### src/rtl/hex_seg_pkg.sv
// hex_seg_pkg
//   Shared constants for the HEX segment driver: Avalon-MM register
//   addresses, CTRL bit positions and the reset value of every register.
//   Imported by hex_seg_driver.
package hex_seg_pkg;

    // Register map
    localparam logic [1:0] ADDR_CTRL      = 2'd0;
    localparam logic [1:0] ADDR_BRIGHT    = 2'd1;
    localparam logic [1:0] ADDR_BLINK_DIV = 2'd2;
    localparam logic [1:0] ADDR_STATUS    = 2'd3;

    // CTRL bit positions
    localparam int CTRL_ENABLE   = 0;
    localparam int CTRL_BLINK_EN = 1;
    localparam int CTRL_INVERT   = 2;

    // Reset values
    localparam logic [2:0] CTRL_RST        = 3'b101;   // enabled, no blink, inverted
    localparam logic [3:0] BRIGHT_RST      = 4'hF;     // full brightness
    localparam logic [7:0] BLINK_DIV_RST   = 8'd250;
    localparam logic       BLINK_PHASE_RST = 1'b1;     // "visible" phase
    localparam logic [6:0] SEG_OUT_RST     = 7'h7F;    // all segments off (pins active-low)

endpackage

### src/rtl/tick_prescaler.sv
// tick_prescaler
//   Free-running counter 0..PRESCALE-1 producing a one-cycle tick while the
//   count sits at PRESCALE-1; the counter wraps to 0 on the following edge.
//   Ports:
//     clk      in   system clock
//     reset_n  in   asynchronous active-low reset (count -> 0)
//     tick     out  one-cycle strobe, high while count == PRESCALE-1
//   PRESCALE legal range is 2..65535, so a 16-bit counter always suffices.
module tick_prescaler #(
    parameter int unsigned PRESCALE = 50000
) (
    input  logic clk,
    input  logic reset_n,
    output logic tick
);

    localparam logic [15:0] LAST = 16'(PRESCALE - 1);

    logic [15:0] r_cnt;

    assign tick = (r_cnt == LAST);

    always_ff @(posedge clk or negedge reset_n) begin
        if (!reset_n) begin
            r_cnt <= '0;
        end else if (tick) begin
            r_cnt <= '0;
        end else begin
            r_cnt <= r_cnt + 16'd1;
        end
    end

endmodule

### src/rtl/hex_seg_driver.sv
// hex_seg_driver
//   Sits between a HEX PIO and the 7-segment pins. Adds enable, PWM
//   brightness, blinking and output inversion, all controlled through a
//   small Avalon-MM register file.
//   Ports:
//     clk         in   system clock
//     reset_n     in   asynchronous active-low reset
//     address     in   register select (0 CTRL, 1 BRIGHT, 2 BLINK_DIV, 3 STATUS)
//     chipselect  in   slave select
//     write_n     in   write strobe, active-low
//     writedata   in   write data
//     readdata    out  addressed register, combinational, independent of chipselect
//     seg_in      in   segment pattern, 1 = segment lit
//     seg_out     out  registered drive to the HEX pins
module hex_seg_driver
    import hex_seg_pkg::*;
#(
    parameter int unsigned PRESCALE = 50000
) (
    input  logic       clk,
    input  logic       reset_n,
    input  logic [1:0] address,
    input  logic       chipselect,
    input  logic       write_n,
    input  logic [7:0] writedata,
    output logic [7:0] readdata,
    input  logic [6:0] seg_in,
    output logic [6:0] seg_out
);

    logic [2:0] r_ctrl;
    logic [3:0] r_bright;
    logic [7:0] r_blink_div;
    logic [3:0] r_pwm_cnt;
    logic [7:0] r_blink_cnt;
    logic       r_blink_phase;
    logic [6:0] r_seg_out;

    logic       w_tick;
    logic       w_wr;
    logic       w_wr_div;
    logic       w_pwm_on;
    logic [7:0] w_blink_last;
    logic [6:0] w_lit;

    tick_prescaler #(
        .PRESCALE (PRESCALE)
    ) u_prescaler (
        .clk     (clk),
        .reset_n (reset_n),
        .tick    (w_tick)
    );

    assign w_wr     = chipselect && !write_n;
    assign w_wr_div = w_wr && (address == ADDR_BLINK_DIV);

    // Register file; STATUS is read-only so address 3 has no write path.
    always_ff @(posedge clk or negedge reset_n) begin
        if (!reset_n) begin
            r_ctrl      <= CTRL_RST;
            r_bright    <= BRIGHT_RST;
            r_blink_div <= BLINK_DIV_RST;
        end else if (w_wr) begin
            case (address)
                ADDR_CTRL:      r_ctrl      <= writedata[2:0];
                ADDR_BRIGHT:    r_bright    <= writedata[3:0];
                ADDR_BLINK_DIV: r_blink_div <= writedata;
                default: ;
            endcase
        end
    end

    always_ff @(posedge clk or negedge reset_n) begin
        if (!reset_n) begin
            r_pwm_cnt <= '0;
        end else begin
            r_pwm_cnt <= r_pwm_cnt + 4'd1;
        end
    end

    // BRIGHT=15 is forced on: a 4-bit compare alone would leave one dark slot.
    assign w_pwm_on = (r_bright == 4'hF) || (r_pwm_cnt < r_bright);

    // BLINK_DIV=0 behaves like 1 (toggle on every tick).
    assign w_blink_last = (r_blink_div == 8'd0) ? 8'd0 : (r_blink_div - 8'd1);

    // A BLINK_DIV write outranks a coincident tick: counter restarts, no toggle.
    always_ff @(posedge clk or negedge reset_n) begin
        if (!reset_n) begin
            r_blink_cnt   <= '0;
            r_blink_phase <= BLINK_PHASE_RST;
        end else if (!r_ctrl[CTRL_BLINK_EN]) begin
            r_blink_cnt   <= '0;
            r_blink_phase <= 1'b1;
        end else if (w_wr_div) begin
            r_blink_cnt   <= '0;
        end else if (w_tick) begin
            if (r_blink_cnt == w_blink_last) begin
                r_blink_cnt   <= '0;
                r_blink_phase <= !r_blink_phase;
            end else begin
                r_blink_cnt   <= r_blink_cnt + 8'd1;
            end
        end
    end

    assign w_lit = (r_ctrl[CTRL_ENABLE] && w_pwm_on &&
                    (!r_ctrl[CTRL_BLINK_EN] || r_blink_phase)) ? seg_in : 7'h00;

    always_ff @(posedge clk or negedge reset_n) begin
        if (!reset_n) begin
            r_seg_out <= SEG_OUT_RST;
        end else begin
            r_seg_out <= r_ctrl[CTRL_INVERT] ? ~w_lit : w_lit;
        end
    end

    assign seg_out = r_seg_out;

    always_comb begin
        readdata = 8'h00;
        case (address)
            ADDR_CTRL:      readdata = {5'd0, r_ctrl};
            ADDR_BRIGHT:    readdata = {4'd0, r_bright};
            ADDR_BLINK_DIV: readdata = r_blink_div;
            ADDR_STATUS:    readdata = {6'd0, w_pwm_on, r_blink_phase};
            default:        readdata = 8'h00;
        endcase
    end

endmodule

### config.mk
export PLATFORM = sky130hd
export DESIGN_NAME = hex_seg_driver
export DESIGN_NICKNAME = d
export VERILOG_FILES = /design/src/rtl/hex_seg_pkg.sv /design/src/rtl/tick_prescaler.sv /design/src/rtl/hex_seg_driver.sv
export SDC_FILE = /design/constraint.sdc
export NUM_CORES = 1
export LEC_CHECK = 0
export BUFFER_PORTS_ARGS = -buffer_cell sky130_fd_sc_hd__buf_4
export CORE_ASPECT_RATIO = 0.75
export CORE_MARGIN = 5
export CORE_UTILIZATION = 60
export CTS_CLUSTER_DIAMETER = 120
export DETAILED_ROUTE_END_ITERATION = 8
export PLACE_DENSITY = 0.83
export SETUP_SLACK_MARGIN = 0.4
export SLEW_MARGIN = 10
export SYNTH_ARGS = -nofsm -noshare
export SYNTH_HDL_FRONTEND = slang
export SYNTH_SLANG_ARGS = --single-unit
### constraint.sdc
create_clock -name clk -period 5.95 [get_ports clk]
set_clock_uncertainty 0.15 [all_clocks]
set_input_delay 1.19 -clock clk [delete_from_list [all_inputs] [get_ports clk]]
set_output_delay 1.19 -clock clk [all_outputs]
set_load 0.005 [all_outputs]
==> impl_metrics.json <==
{
  "powerDensity_mw_per_mm2": 280,
  "fillers": 339,
  "path_max_fanout": 3,
  "num_vias": 2248,
  "grt_use_total_pct": 20.0,
  "drtIter0Drc": 138,
  "synth_seq_cells": 51,
  "die_height_um": 69.9,
  "clock_sinks": 51,
  "io_buffers": 35,
  "viasPerCell": 5.85,
  "switchingPower_uw": 256,
  "crit_end": "readdata[1]",
  "setup_viol": 0,
  "maxCapViolations": 0,
  "hold_buffers": 0,
  "max_slew.worst_pin.slew_ns": 1.24,
  "slew_headroom_pct": 17.3,
  "multiInputGateArea_mm2": 0.00149,
  "clock_path_buffers": 2,
  "start_kind": "register",
  "postCtsSetupRepairBufs": 0,
  "die_w_um": 89.9,
  "hold_viol_final": 0,
  "drive_gt1_share_pct": 23.9,
  "utilization_pct": 72.2,
  "cts-buffers-inserted": 5,
  "layout.nets": 355,
  "swShare_pct": 27.8,
  "avgRoutedWirePerCell_um": 15.4,
  "antenna_cells": 0,
  "critPathKind": "register to output port",
  "overflow": 0,
  "grt_max_degree": 52,
  "hold_slack_ns": 0.331,
  "comb_power_share_pct": 23.3,
  "cts.clk_slew.worst_paths_ns": 0.09,
  "max_freq_mhz": 269,
  "synthesis.area_mm2": 0.00287,
  "coreArea_mm2": 0.00455,
  "synth_edf_count": 0,
  "internal_power_uw": 664,
  "grt_pass1_wl_um": 10500,
  "endpoint_kind": "output port",
  "final-max-slew-violation-count": 0,
  "yosysSeqAreaShare_pct": 45.3,
  "cts_tree": "done",
  "fin_setup_tns_ns": 0,
  "syn2layout_area_growth_pct": 14.2,
  "critPathRequiredTime_ns": 4.61,
  "rsz0062_at_grt": "no",
  "critPathLaunch": "r_bright[1]",
  "gp_congestion": 0.899,
  "fin_crit_sh_pct": 62.4,
  "grt_pass1_vias": 2173,
  "wirelength_um": 5930,
  "clock_power_share_pct": 27.7,
  "p_seq_share_pct": 49.0,
  "initial_utilization_pct": 63.2,
  "cellLeakagePower_uw": 0.00148,
  "async_flop_share_pct": 100,
  "worstReg2RegStart": "r_blink_div[2]",
  "yosys_warnings": 0,
  "rrSetupSlack_ns": 2.76,
  "synth_nets": 323,
  "ant_nets": 0,
  "synth-main-ff-cell": "dfrtp_1",
  "hp-class": "register to register",
  "antenna_found_initial": 0,
  "stdcell_count": 384,
  "period_minus_slack_ns": 3.71,
  "ctsResizeCount": 0,
  "hpwl_um": 4400,
  "insertion_delay_ns": 0.31,
  "io_pins": 36,
  "cp.arrival_ns": 2.37,
  "htreeDepth": 2,
  "drc": 0,
  "seqCellArea_mm2": 0.00130,
  "root_buffer": "clkbuf_8",
  "worst-r2r-cell-count": 7,
  "peakVddDrop_uv": 207,
  "syn_avg_cell_area_um2": 9.78,
  "dp_cells": 376,
  "dieArea_mm2": 0.00629,
  "status": "finished clean",
  "syn_inst": 294,
  "row_count": 21,
  "r2r_end": "r_blink_cnt[1]",
  "dr.pass1.iters": 4,
  "synth_cell_types": 52
}
==> cell type report <==
class / count / area share [%]
multi-input combinational: 224 / 45.4
sequential: 51 / 39.6
timing repair buffer: 36 / 8.23
clock buffer: 6 / 2.52
tap: 57 / 2.17
clock inverter: 2 / 1.18
inverter: 8 / 0.915
==> how the worst min path moves through the flow <==
| stage | from | end | slack [ns] | depth (start not counted) |
|---|---|---|---|---|
| after floorplan | r_ctrl[1] | r_blink_phase | 0.27 | 1 |
| final | u_prescaler.r_cnt[0] | u_prescaler.r_cnt[0] | 0.33 | 1 |
| after global placement | r_pwm_cnt[0] | r_pwm_cnt[0] | 0.32 | 1 |
| after CTS | u_prescaler.r_cnt[0] | u_prescaler.r_cnt[0] | 0.33 | 1 |
| after detailed placement | u_prescaler.r_cnt[0] | u_prescaler.r_cnt[0] | 0.32 | 1 |
| after global routing | r_ctrl[1] | r_blink_phase | 0.35 | 1 |
==> per-stage QoR <==
step | power, uW | area [um^2] | worst slack (ns)
3_5_place_dp | 672 | 3160 | 2.58
5_1_grt | 972 | 3280 | 2.15
3_3_place_gp | 663 | 3160 | 2.65
6_report | 920 | 3280 | 2.24
4_1_cts | 927 | 3280 | 2.23
2_1_floorplan | 586 | 2870 | 2.64
==> worst max-delay path, stage by stage (launching register included) <==
cell,delay [ns]
dfstp_2,0.55
inv_1,0.06
ha_1,0.28
a21o_1,0.11
a21o_1,0.11
a21oi_1,0.08
or2_2,0.28
mux4_2,0.46
buf_4,0.15
==> registers in the layout, summed over array words and instances, names as in the netlist <==
signal and cells:
r_pwm_cnt 4, r_ctrl 3, r_blink_phase 1, u_prescaler.r_cnt 16, r_bright 4, r_blink_cnt 8
seg_out 7, r_blink_div 8
==> layer usage <==
metal	routed length (um)	global-route usage (%)	vias up
met5	0	0	-
met4	46	4.96	0
met3	406	4.72	4
met2	2680	30.0	63
met1	2800	29.4	1090
li1	-	-	1091
==> synthesized netlist by cell type (3+ instances only) <==
cell type | number | area share [%]
nand2_1 | 45 | 5.9
o21ai_0 | 11 | 1.9
xor2_1 | 11 | 3.4
or3_1 | 3 | 0.65
mux2_2 | 3 | 1.2
dfrtp_1 | 31 | 27
nor2_1 | 16 | 2.1
nor3_1 | 4 | 0.70
o31ai_1 | 3 | 0.78
and3_1 | 7 | 1.5
a22o_1 | 3 | 0.91
clkbuf_1 | 8 | 1.0
ha_1 | 8 | 3.5
inv_1 | 8 | 1.0
a21o_1 | 7 | 1.8
nand2b_1 | 10 | 2.2
a211oi_1 | 5 | 1.3
nor3b_1 | 5 | 1.3
or2_2 | 6 | 1.3
xnor2_1 | 16 | 4.9
nand3_1 | 14 | 2.4
dfstp_2 | 20 | 18
a21oi_1 | 5 | 0.87
and2_1 | 6 | 1.3
==> cell families after synthesis <==
| logic type | share of synthesized area [%] |
|---|---|
| xor+xnor | 9.01 |
| fa+ha+maj | 3.48 |
| flops | 45.3 |
| buf+inv | 2.92 |
| simple gates | 24.9 |
| compound gates | 11.4 |
| mux | 3.09 |
==> power by group through the flow <==
stage          registers, uW  logic, uW  clock network (uW)
2_1_floorplan            437        149                   0
3_5_place_dp             457        215                   0
5_1_grt                  459        238                 275
4_1_cts                  451        216                 260
6_report                 451        214                 255
3_3_place_gp             456        207                   0
==> placed cells by master (no fill, tap or decap), types with 3 or more instances in the layout <==
cell | synthesis | final
nand2_1 | 45 | 45
buf_4 | 1 | 36
dfrtp_1 | 31 | 31
dfstp_2 | 20 | 20
nor2_1 | 16 | 16
xnor2_1 | 16 | 16
nand3_1 | 14 | 14
o21ai_0 | 11 | 11
xor2_1 | 11 | 11
nand2b_1 | 10 | 10
inv_1 | 8 | 8
ha_1 | 8 | 8
a21o_1 | 7 | 7
and3_1 | 7 | 7
or2_2 | 6 | 6
and2_1 | 6 | 6
clkbuf_8 | 0 | 6
a21oi_1 | 5 | 5
nor3b_1 | 5 | 5
a211oi_1 | 5 | 5
nor3_1 | 4 | 4
a22o_1 | 3 | 3
or3_1 | 3 | 3
o31ai_1 | 3 | 3
mux2_2 | 3 | 3
(Power assumes the default switching activity.)
